<file path="src/rtl/game_pkg.sv">
// Shared definitions for the game blocks: round-controller state codes,
// default round timing and the joystick/sprite direction codes.
package game_pkg;

  typedef enum logic [2:0] {
    ST_IDLE      = 3'd0,
    ST_READY     = 3'd1,
    ST_PLAY      = 3'd2,
    ST_DYING     = 3'd3,
    ST_GAME_OVER = 3'd4
  } round_state_t;

  localparam int DEFAULT_DEATH_FRAMES = 60;
  localparam int DEFAULT_READY_FRAMES = 30;

  typedef enum logic [3:0] {
    RIGHT = 4'b0001,
    UP    = 4'b0010,
    DOWN  = 4'b0100,
    LEFT  = 4'b1000
  } dir_t;

endpackage

</file>
<file path="src/rtl/frame_down_counter.sv">
// Loadable frame-tick down counter; expire flags the tick that consumes the last frame.
module frame_down_counter #(
  parameter int CNT_W = 8
) (
  input  logic             clk,
  input  logic             rst,
  input  logic             load,
  input  logic [CNT_W-1:0] load_val,
  input  logic             tick,
  output logic [CNT_W-1:0] count,
  output logic             expire
);

  // NOTE: sequential state is written with non-blocking assignments only, so
  // every register samples the pre-edge values of the others.
  always_ff @(posedge clk) begin
    if (rst) begin
      count <= '0;
    end else if (load) begin
      count <= load_val;
    end else if (tick && (count != '0)) begin
      count <= count - CNT_W'(1);
    end
  end

  assign expire = tick & (count == CNT_W'(1));

endmodule

</file>
<file path="src/rtl/game_round_controller.sv">
// Round sequencer: idle, get-ready, play, death animation, respawn or game over.
// Tracks lives and drives the game-logic reset and the movement enable.
module game_round_controller
  import game_pkg::*;
#(
  parameter int LIVES_INIT   = 3,
  parameter int LIVES_W      = 2,
  parameter int DEATH_FRAMES = DEFAULT_DEATH_FRAMES,
  parameter int READY_FRAMES = DEFAULT_READY_FRAMES,
  parameter int FCNT_W       = 8
) (
  input  logic               clk,
  input  logic               rst,
  input  logic               frame_tick,
  input  logic               start_btn,
  input  logic               pacman_is_dead,
  output logic               logic_rst,
  output logic               run,
  output logic               dying,
  output logic               game_over,
  output logic [LIVES_W-1:0] lives,
  output logic [2:0]         state_out
);

  round_state_t       state_q, state_d;
  logic [LIVES_W-1:0] lives_q, lives_d;
  logic               start_q;
  logic               start_rise;

  logic               cnt_load;
  logic [FCNT_W-1:0]  cnt_load_val;
  logic               cnt_tick;
  logic [FCNT_W-1:0]  cnt_count;
  logic               cnt_expire;
  logic               cnt_done;

  assign start_rise = start_btn & ~start_q;

  // Only READY and DYING consume frames; other states leave the counter alone.
  assign cnt_tick = frame_tick & ((state_q == ST_READY) || (state_q == ST_DYING));
  // A zero count outside IDLE cannot be reached by loading; treat it as expiry.
  assign cnt_done = cnt_expire | (cnt_count == '0);

  frame_down_counter #(
    .CNT_W (FCNT_W)
  ) u_frame_cnt (
    .clk      (clk),
    .rst      (rst),
    .load     (cnt_load),
    .load_val (cnt_load_val),
    .tick     (cnt_tick),
    .count    (cnt_count),
    .expire   (cnt_expire)
  );

  always_ff @(posedge clk) begin
    if (rst) begin
      state_q <= ST_IDLE;
      lives_q <= LIVES_W'(LIVES_INIT);
      start_q <= 1'b0;
    end else begin
      state_q <= state_d;
      lives_q <= lives_d;
      start_q <= start_btn;
    end
  end

  // NOTE: every signal assigned here gets a default first, so no path through
  // the case can leave one unassigned and infer a latch.
  always_comb begin
    state_d      = state_q;
    lives_d      = lives_q;
    cnt_load     = 1'b0;
    cnt_load_val = FCNT_W'(READY_FRAMES);

    case (state_q)
      ST_IDLE, ST_GAME_OVER: begin
        if (start_rise) begin
          lives_d  = LIVES_W'(LIVES_INIT);
          cnt_load = 1'b1;
          state_d  = ST_READY;
        end
      end
      ST_READY: begin
        if (cnt_done) state_d = ST_PLAY;
      end
      ST_PLAY: begin
        // Death takes priority over a coincident tick: the load discards it.
        if (pacman_is_dead) begin
          cnt_load     = 1'b1;
          cnt_load_val = FCNT_W'(DEATH_FRAMES);
          state_d      = ST_DYING;
        end
      end
      ST_DYING: begin
        if (cnt_done) begin
          if (lives_q <= LIVES_W'(1)) begin
            lives_d = '0;
            state_d = ST_GAME_OVER;
          end else begin
            lives_d  = lives_q - LIVES_W'(1);
            cnt_load = 1'b1;
            state_d  = ST_READY;
          end
        end
      end
      default: state_d = ST_IDLE;
    endcase
  end

  // Moore outputs, decoded from registered state only.
  assign logic_rst = (state_q == ST_IDLE) || (state_q == ST_READY) ||
                     (state_q == ST_GAME_OVER);
  assign run       = (state_q == ST_PLAY);
  assign dying     = (state_q == ST_DYING);
  assign game_over = (state_q == ST_GAME_OVER);
  assign lives     = lives_q;
  assign state_out = state_q;

endmodule

</file>
<file path="config.mk">
export PLATFORM = sky130hd
export DESIGN_NAME = game_round_controller
export DESIGN_NICKNAME = d
export VERILOG_FILES = /design/src/rtl/game_pkg.sv /design/src/rtl/frame_down_counter.sv /design/src/rtl/game_round_controller.sv
export SDC_FILE = /design/constraint.sdc
export NUM_CORES = 1
export LEC_CHECK = 0
export ABC_AREA = 0
export CORE_MARGIN = 5
export CORE_UTILIZATION = 55
export DETAILED_ROUTE_END_ITERATION = 8
export HOLD_SLACK_MARGIN = 0.02
export PLACE_DENSITY = 0.8
export SYNTH_ARGS = -nofsm -noshare
export SYNTH_HDL_FRONTEND = slang
export SYNTH_SLANG_ARGS = --single-unit
</file>
<file path="constraint.sdc">
create_clock -name clk -period 3.5 [get_ports clk]
set_input_delay 0.875 -clock clk [delete_from_list [all_inputs] [get_ports clk]]
set_output_delay 0.875 -clock clk [all_outputs]
set_load 0.005 [all_outputs]
</file>
==> reports/summary.txt <==
======================================================================================
Global placer's final weighted congestion ...............................        0.927
Global-route wire length before repair ..................................      3370 um
Setup slack on the worst flop-to-flop path ..............................      1530 ps
Total core area ......................................................... 0.00149 sq mm
Most instantiated flip-flop cell in the synthesis netlist ............... sky130_fd_sc_hd__dfxtp_1
Clk sinks ...............................................................           14
Library cell contributing the largest single delay on the critical path . sky130_fd_sc_hd__dfxtp_1
Synthesis-stage register bit count ......................................           14
Areal power density over the cells ......................................  486 mW/mm^2
Final max-slew violation count ..........................................            0
HP Class ................................................................ flip-flop to flip-flop
Number of port buffers ..................................................           13
Tmin final ..............................................................      2540 ps
Detail Placement HPWL ...................................................      1490 um
Critical Path AT ........................................................      1670 ps
Clock tree from TritonCTS ...............................................        built
Number of buffers inserted for hold repair after clock tree synthesis ...            0
Outcome ................................................................. finished, final reports clean
Setup WS pre-CTS ........................................................      1070 ps
Switching part of the total .............................................        0.350
Pre-Repair DR Iteration Count ...........................................            4
Endpoints failing hold ..................................................            0
Commonest non-fill, non-tap cell in the layout .......................... sky130_fd_sc_hd__dfxtp_1
Initial antenna violation count .........................................            0
Net Sw Power ............................................................     0.172 mW
Count of fill cells added during filler insertion .......................          114
Data required time of the worst path ....................................      2620 ps
Starting DRC count in detailed routing ..................................           21
Most frequent cells in the layout ....................................... sky130_fd_sc_hd__dfxtp_1 (14), sky130_fd_sc_hd__clkdlybuf4s50_1 (13), sky130_fd_sc_hd__inv_1 (6), sky130_fd_sc_hd__a21oi_1 (6), sky130_fd_sc_hd__nor2_1 (6)
Gate Count Post-Synth ...................................................           96
Proportion of synthesized flip-flops having asynchronous set or reset ...            0
I/O pin total ...........................................................           14
Total nets after synthesis ..............................................          104
Critical path fanouts, max ..............................................           13
Area Overhead vs Synth ..................................................        18.6%
TNS Setup ...............................................................         0 ps
Remaining max-slew budget at the tightest pin ...........................        0.602
Total area of multi-input combinational cells ...........................    523 sq um
RR Endpoint ............................................................. u_frame_cnt.count[1]$_SDFFE_PP0P_
Clock Latency Late Sink .................................................       280 ps
Crit. End Element .......................................................  output port
Internal ................................................................     0.320 mW
Final setup viols .......................................................            0
Count of flip-flops with a built-in enable after synthesis ..............            0
Maximum number of pins on one net before global-route repair ............           14
# Post-CTS Setup Buffers ................................................            0
Top achievable clock speed ..............................................      393 MHz
WL per Instance .........................................................      15.6 um
Worst IR drop on VDD ....................................................     0.345 mV
Critical path, cell by cell ............................................. nor3b_1 -> clkdlybuf4s50_1
Number of diodes added for antenna fixing ...............................            0
Number of nets with antenna violations after routing ....................            0
Post-cts sizing count ...................................................            0
Worst reg2reg startpoint ................................................ u_frame_cnt.count[1]$_SDFFE_PP0P_
Post-route design area .................................................. 0.00101 sq mm
Post-route clock period utilization .....................................        0.727
Relative contribution of sequential cells to total power ................        0.427
Number of clock buffers inserted by TritonCTS ...........................            3
Final Core Density ......................................................        0.680
Max-cap violations ......................................................            0
Combined flip-flop and latch cell area ..................................    280 sq um
Largest stage delay on the critical path ................................       550 ps
Cell Area, Placed .......................................................    976 sq um
Worst setup margin ......................................................       956 ps
Rows ....................................................................           14
CTS H-tree depth ........................................................            1
CTS root buf ............................................................ sky130_fd_sc_hd__clkbuf_4
Avg Synthesized Cell Area ...............................................   8.89 sq um
Post-Syn Area ...........................................................    853 sq um
Unrepaired setup endpoints after global routing .........................           no
Launching instance or port of the critical path ......................... state_out[2]$_SDFFE_PP0P_
Register area share after synthesis .....................................        0.328
Maximum root-to-sink buffer count .......................................            2
Worst Path Class, Setup ................................................. flip-flop to output port
Net total in the final layout ...........................................          116
DR vias .................................................................          772
DRC violation count after routing .......................................            0
Die area ................................................................ 0.00244 sq mm
Relative contribution of the clock network to total power ...............        0.236
Distinct cells, synth ...................................................           42
Average via count per standard cell .....................................         6.28
Final Routed Wirelength .................................................      1920 um
Aggregate global-route resource usage ...................................        0.173
Share of layout cells above drive strength 1 ............................       0.0748
Crit path launch type ...................................................    flip-flop
Slew @ Worst Pin ........................................................       588 ps
Combinational share of power ............................................        0.337
Placed Cells incl. Taps .................................................          119
Clock-pin slew of the registers on the worst-case setup and hold paths ..        90 ps
Die outline width .......................................................      49.4 um
Total gr overflow .......................................................            0
Layout Cells excl Fill ..................................................          123
Starting density of the core ............................................        0.573
Worst clock skew ........................................................      9.24 ps
Leakage .................................................................     0.391 nW
Vias in the first global route ..........................................          745
End of the critical path ................................................    game_over
Worst-case reg-to-reg path depth ........................................            6
Vertical extent of the die ..............................................      49.4 um
Warning count from the yosys run ........................................            0
======================================================================================
## kinds of logic after synthesis
group	synth area share
compound gates	0.232
buf+inv	0.0586
xor+xnor	0.0616
fa+ha+maj	0.0440
mux	0.0176
flops	0.328
simple gates	0.258
## cell usage after synthesis (2+ instances only)
library cell	instances	area share
sky130_fd_sc_hd__a21oi_1	6	0.035
sky130_fd_sc_hd__nor2_1	6	0.026
sky130_fd_sc_hd__ha_1	3	0.044
sky130_fd_sc_hd__and4b_1	2	0.023
sky130_fd_sc_hd__nor2b_1	2	0.015
sky130_fd_sc_hd__xor2_1	5	0.051
sky130_fd_sc_hd__dfxtp_1	14	0.33
sky130_fd_sc_hd__nor4_1	2	0.015
sky130_fd_sc_hd__nor3_1	4	0.023
sky130_fd_sc_hd__o2111ai_1	3	0.031
sky130_fd_sc_hd__inv_1	6	0.026
sky130_fd_sc_hd__and2_1	2	0.015
sky130_fd_sc_hd__o21ai_0	3	0.018
sky130_fd_sc_hd__and3b_1	3	0.031
sky130_fd_sc_hd__a22oi_1	2	0.018
sky130_fd_sc_hd__nor3b_1	3	0.026
sky130_fd_sc_hd__clkbuf_1	4	0.018
sky130_fd_sc_hd__o211ai_1	2	0.018
## critical path, delay by kind of cell, from the launching register on
family | cells | cell delay [ps]
DFF | 1 | 550
and+or+nand+nor | 1 | 290
buffers and inverters | 1 | 550
## power groups by stage
stage	logic [mW]	registers [mW]	clock network (mW)
floorplan	0.136	0.199	0
global placement	0.161	0.213	0
detailed placement	0.165	0.214	0
CTS	0.166	0.210	0.120
global route	0.187	0.215	0.131
finish	0.166	0.210	0.116
## sequential cells by signal, summed over array words and instances (netlist names)
signal and flops:
start_q 1, state_out 3, lives 2, u_frame_cnt.count 8
## per-stage QoR
step / hold WS (ps) / total power, mW
2_1_floorplan: 476 / 0.336
3_3_place_gp: 496 / 0.373
3_5_place_dp: 500 / 0.379
4_1_cts: 513 / 0.495
5_1_grt: 554 / 0.534
6_report: 510 / 0.492
## how the worst min path moves through the flow
| stage | startpoint | to | slack (ps) | cells past startpoint |
|---|---|---|---|---|
| finish | u_frame_cnt.count[6]$_SDFFE_PP0P_ | u_frame_cnt.count[6]$_SDFFE_PP0P_ | 510 | 2 |
| global route | u_frame_cnt.count[6]$_SDFFE_PP0P_ | u_frame_cnt.count[6]$_SDFFE_PP0P_ | 550 | 2 |
| CTS | u_frame_cnt.count[6]$_SDFFE_PP0P_ | u_frame_cnt.count[6]$_SDFFE_PP0P_ | 510 | 2 |
| detailed placement | u_frame_cnt.count[6]$_SDFFE_PP0P_ | u_frame_cnt.count[6]$_SDFFE_PP0P_ | 500 | 2 |
| global placement | u_frame_cnt.count[6]$_SDFFE_PP0P_ | u_frame_cnt.count[6]$_SDFFE_PP0P_ | 500 | 2 |
| floorplan | u_frame_cnt.count[6]$_SDFFE_PP0P_ | u_frame_cnt.count[6]$_SDFFE_PP0P_ | 480 | 2 |
## final cells by class
type | count | share of cell area
Multi-Input combinational cell | 70 | 0.517
Sequential cell | 14 | 0.277
Timing Repair Buffer | 13 | 0.129
Clock buffer | 4 | 0.0358
Inverter | 6 | 0.0222
Tap cell | 16 | 0.0198
## metal layers
layer / track usage / vias to the layer above / wire length [um]
li1: - / 381 / -
met1: 0.212 / 368 / 851
met2: 0.298 / 19 / 991
met3: 0.0275 / 4 / 58
met4: 0.0611 / 0 / 18
met5: 0 / - / 0
(Power assumes the default switching activity.)
==> variant, RTL diff (config.mk and constraints unchanged) <==
Change the parameter `FCNT_W` from 8 to 6.
--- a/src/rtl/game_round_controller.sv
+++ b/src/rtl/game_round_controller.sv
@@ -7,7 +7,7 @@
   parameter int LIVES_W      = 2,
   parameter int DEATH_FRAMES = DEFAULT_DEATH_FRAMES,
   parameter int READY_FRAMES = DEFAULT_READY_FRAMES,
-  parameter int FCNT_W       = 8
+  parameter int FCNT_W       = 6
 ) (
   input  logic               clk,
   input  logic               rst,
Function: no difference found for any inputs over 10 cycles, from zero or initial values and one cycle with rst high; that may be too few to reach the edited logic, so the function may still have changed.
==> variant against the unedited design <==
  * Setup slack improved by 0.012 ns
  * Total power shrank 5.9%
  * Design area shrank 11%
  * Global-route usage is 1.4 points higher
  * Sequential cell count down 2
  * Final cell count fell by 11%
  * Via count fell by 15%
  * Routed wire length is 12% lower
  * First-iteration DRC count up 9.5%
  * Area after synthesis decreased by 13%
  * Largest cell class unchanged
  * Largest power group unchanged
  * Highest routed layer unchanged
==> variant: results (changes against the unedited design) <==
syn nets=89 (was 104); GRT Util Overall=18.62% (was 17.27%); sequential share of the synthesized area=32.43% (was 32.84%); Post-synth top cells=dfxtp_1 (12), inv_1 (6), nor2_1 (6) (was dfxtp_1 (14), a21oi_1 (6), inv_1 (6), nor2_1 (6), xor2_1 (5)); Vias=656 (was 772); fin nets=103 (was 116); Hold Crit Depth=1 (was 2); Synth cell types=40 (was 42); largest net degree at the start of global routing=13 (was 14); Setup Skew=0.004652 ns (was 0.009236 ns); Largest register FFs=6 (was 8); first-pass GRT wire length=2.835 mm (was 3.367 mm); vias in the first global route=611 (was 745); Crit Path Max Fanout=11 (was 13); GPL Wtd Cong=0.8569 (was 0.9271); crit path DAT=1.66 ns; # placed instances=105 (was 119); post-CTS setup buffer count=0 (unchanged); vias per inst=6.018 (was 6.276); layout cells sized above 1=14.89% (was 7.477%); top area cells in the synthesized netlist=dfxtp_1 (32%), ha_1 (5.1%), nand3b_1 (4.1%), inv_1 (3.0%), nor2_1 (3.0%) (was dfxtp_1 (33%), xor2_1 (5.1%), ha_1 (4.4%), a21oi_1 (3.5%), and3b_1 (3.1%)); status=completed (unchanged); worst vdd ir=0.2857 mV (was 0.3451 mV); relative slew slack=71.01% (was 60.22%); Pleak=0.3454 nW (was 0.3910 nW); Fill cells=111 (was 114); hpwl dp=1.230 mm (was 1.486 mm); Syn Area/Cell=9.145 um^2 (was 8.889 um^2); initial DRC count=23 (was 21)
## variant: where the power goes
part	total [mW]	switching [mW]	internal, mW
clock	0.113	0.0497	0.0633
sequential	0.189	0.0333	0.156
combinational	0.161	0.0801	0.0811
## variant: cell families after synthesis
family | share of synthesized area, %
AO/OA/AOI/OAI | 23.82
XOR/XNOR | 3.548
adder cells (fa/ha/maj) | 5.068
buffers and inverters | 6.418
flip-flops | 32.43
AND/OR/NAND/NOR | 28.72
## variant: area by class of cell
class | instances | area share [%]
multi-input cells | 59 | 50.28
well taps | 15 | 2.083
flip-flops and latches | 12 | 26.67
inverters | 6 | 2.500
clock buffers | 4 | 4.028
repair buffers | 13 | 14.44
## variant: worst paths after layout
check	start	to	slack [ns]
setup reg to reg	u_frame_cnt.count[0]	u_frame_cnt.count[0]	1.73
hold reg to reg	lives[0]	lives[0]	0.51
setup / recovery	state_out[1]	run	0.97
hold / removal	lives[0]	lives[0]	0.51
## variant: critical path, stage by stage, from the launching register on
cell and delay (ns):
dfxtp_1 0.54, nor3b_1 0.29, clkdlybuf4s50_1 0.55
## variant: metrics by stage
step / area (um^2) / total power, mW / hold slack [ns] / worst slack, ns
finish: 900.9 / 0.4631 / 0.5055 / 0.9682
global placement: 864.6 / 0.3460 / 0.4883 / 1.056
floorplan: 740.7 / 0.3067 / 0.4851 / 1.610
detailed placement: 864.6 / 0.3508 / 0.4889 / 1.021
global route: 900.9 / 0.4948 / 0.5434 / 0.8213
CTS: 900.9 / 0.4633 / 0.5024 / 0.9668
## variant: metal layers
metal	GRT usage (%)	vias to the layer above	part of all wire, %
li1	-	328	-
met1	26.16	309	45
met2	26.65	17	46
met3	7.031	2	7.4
met4	4.972	0	0.65
met5	0	-	0
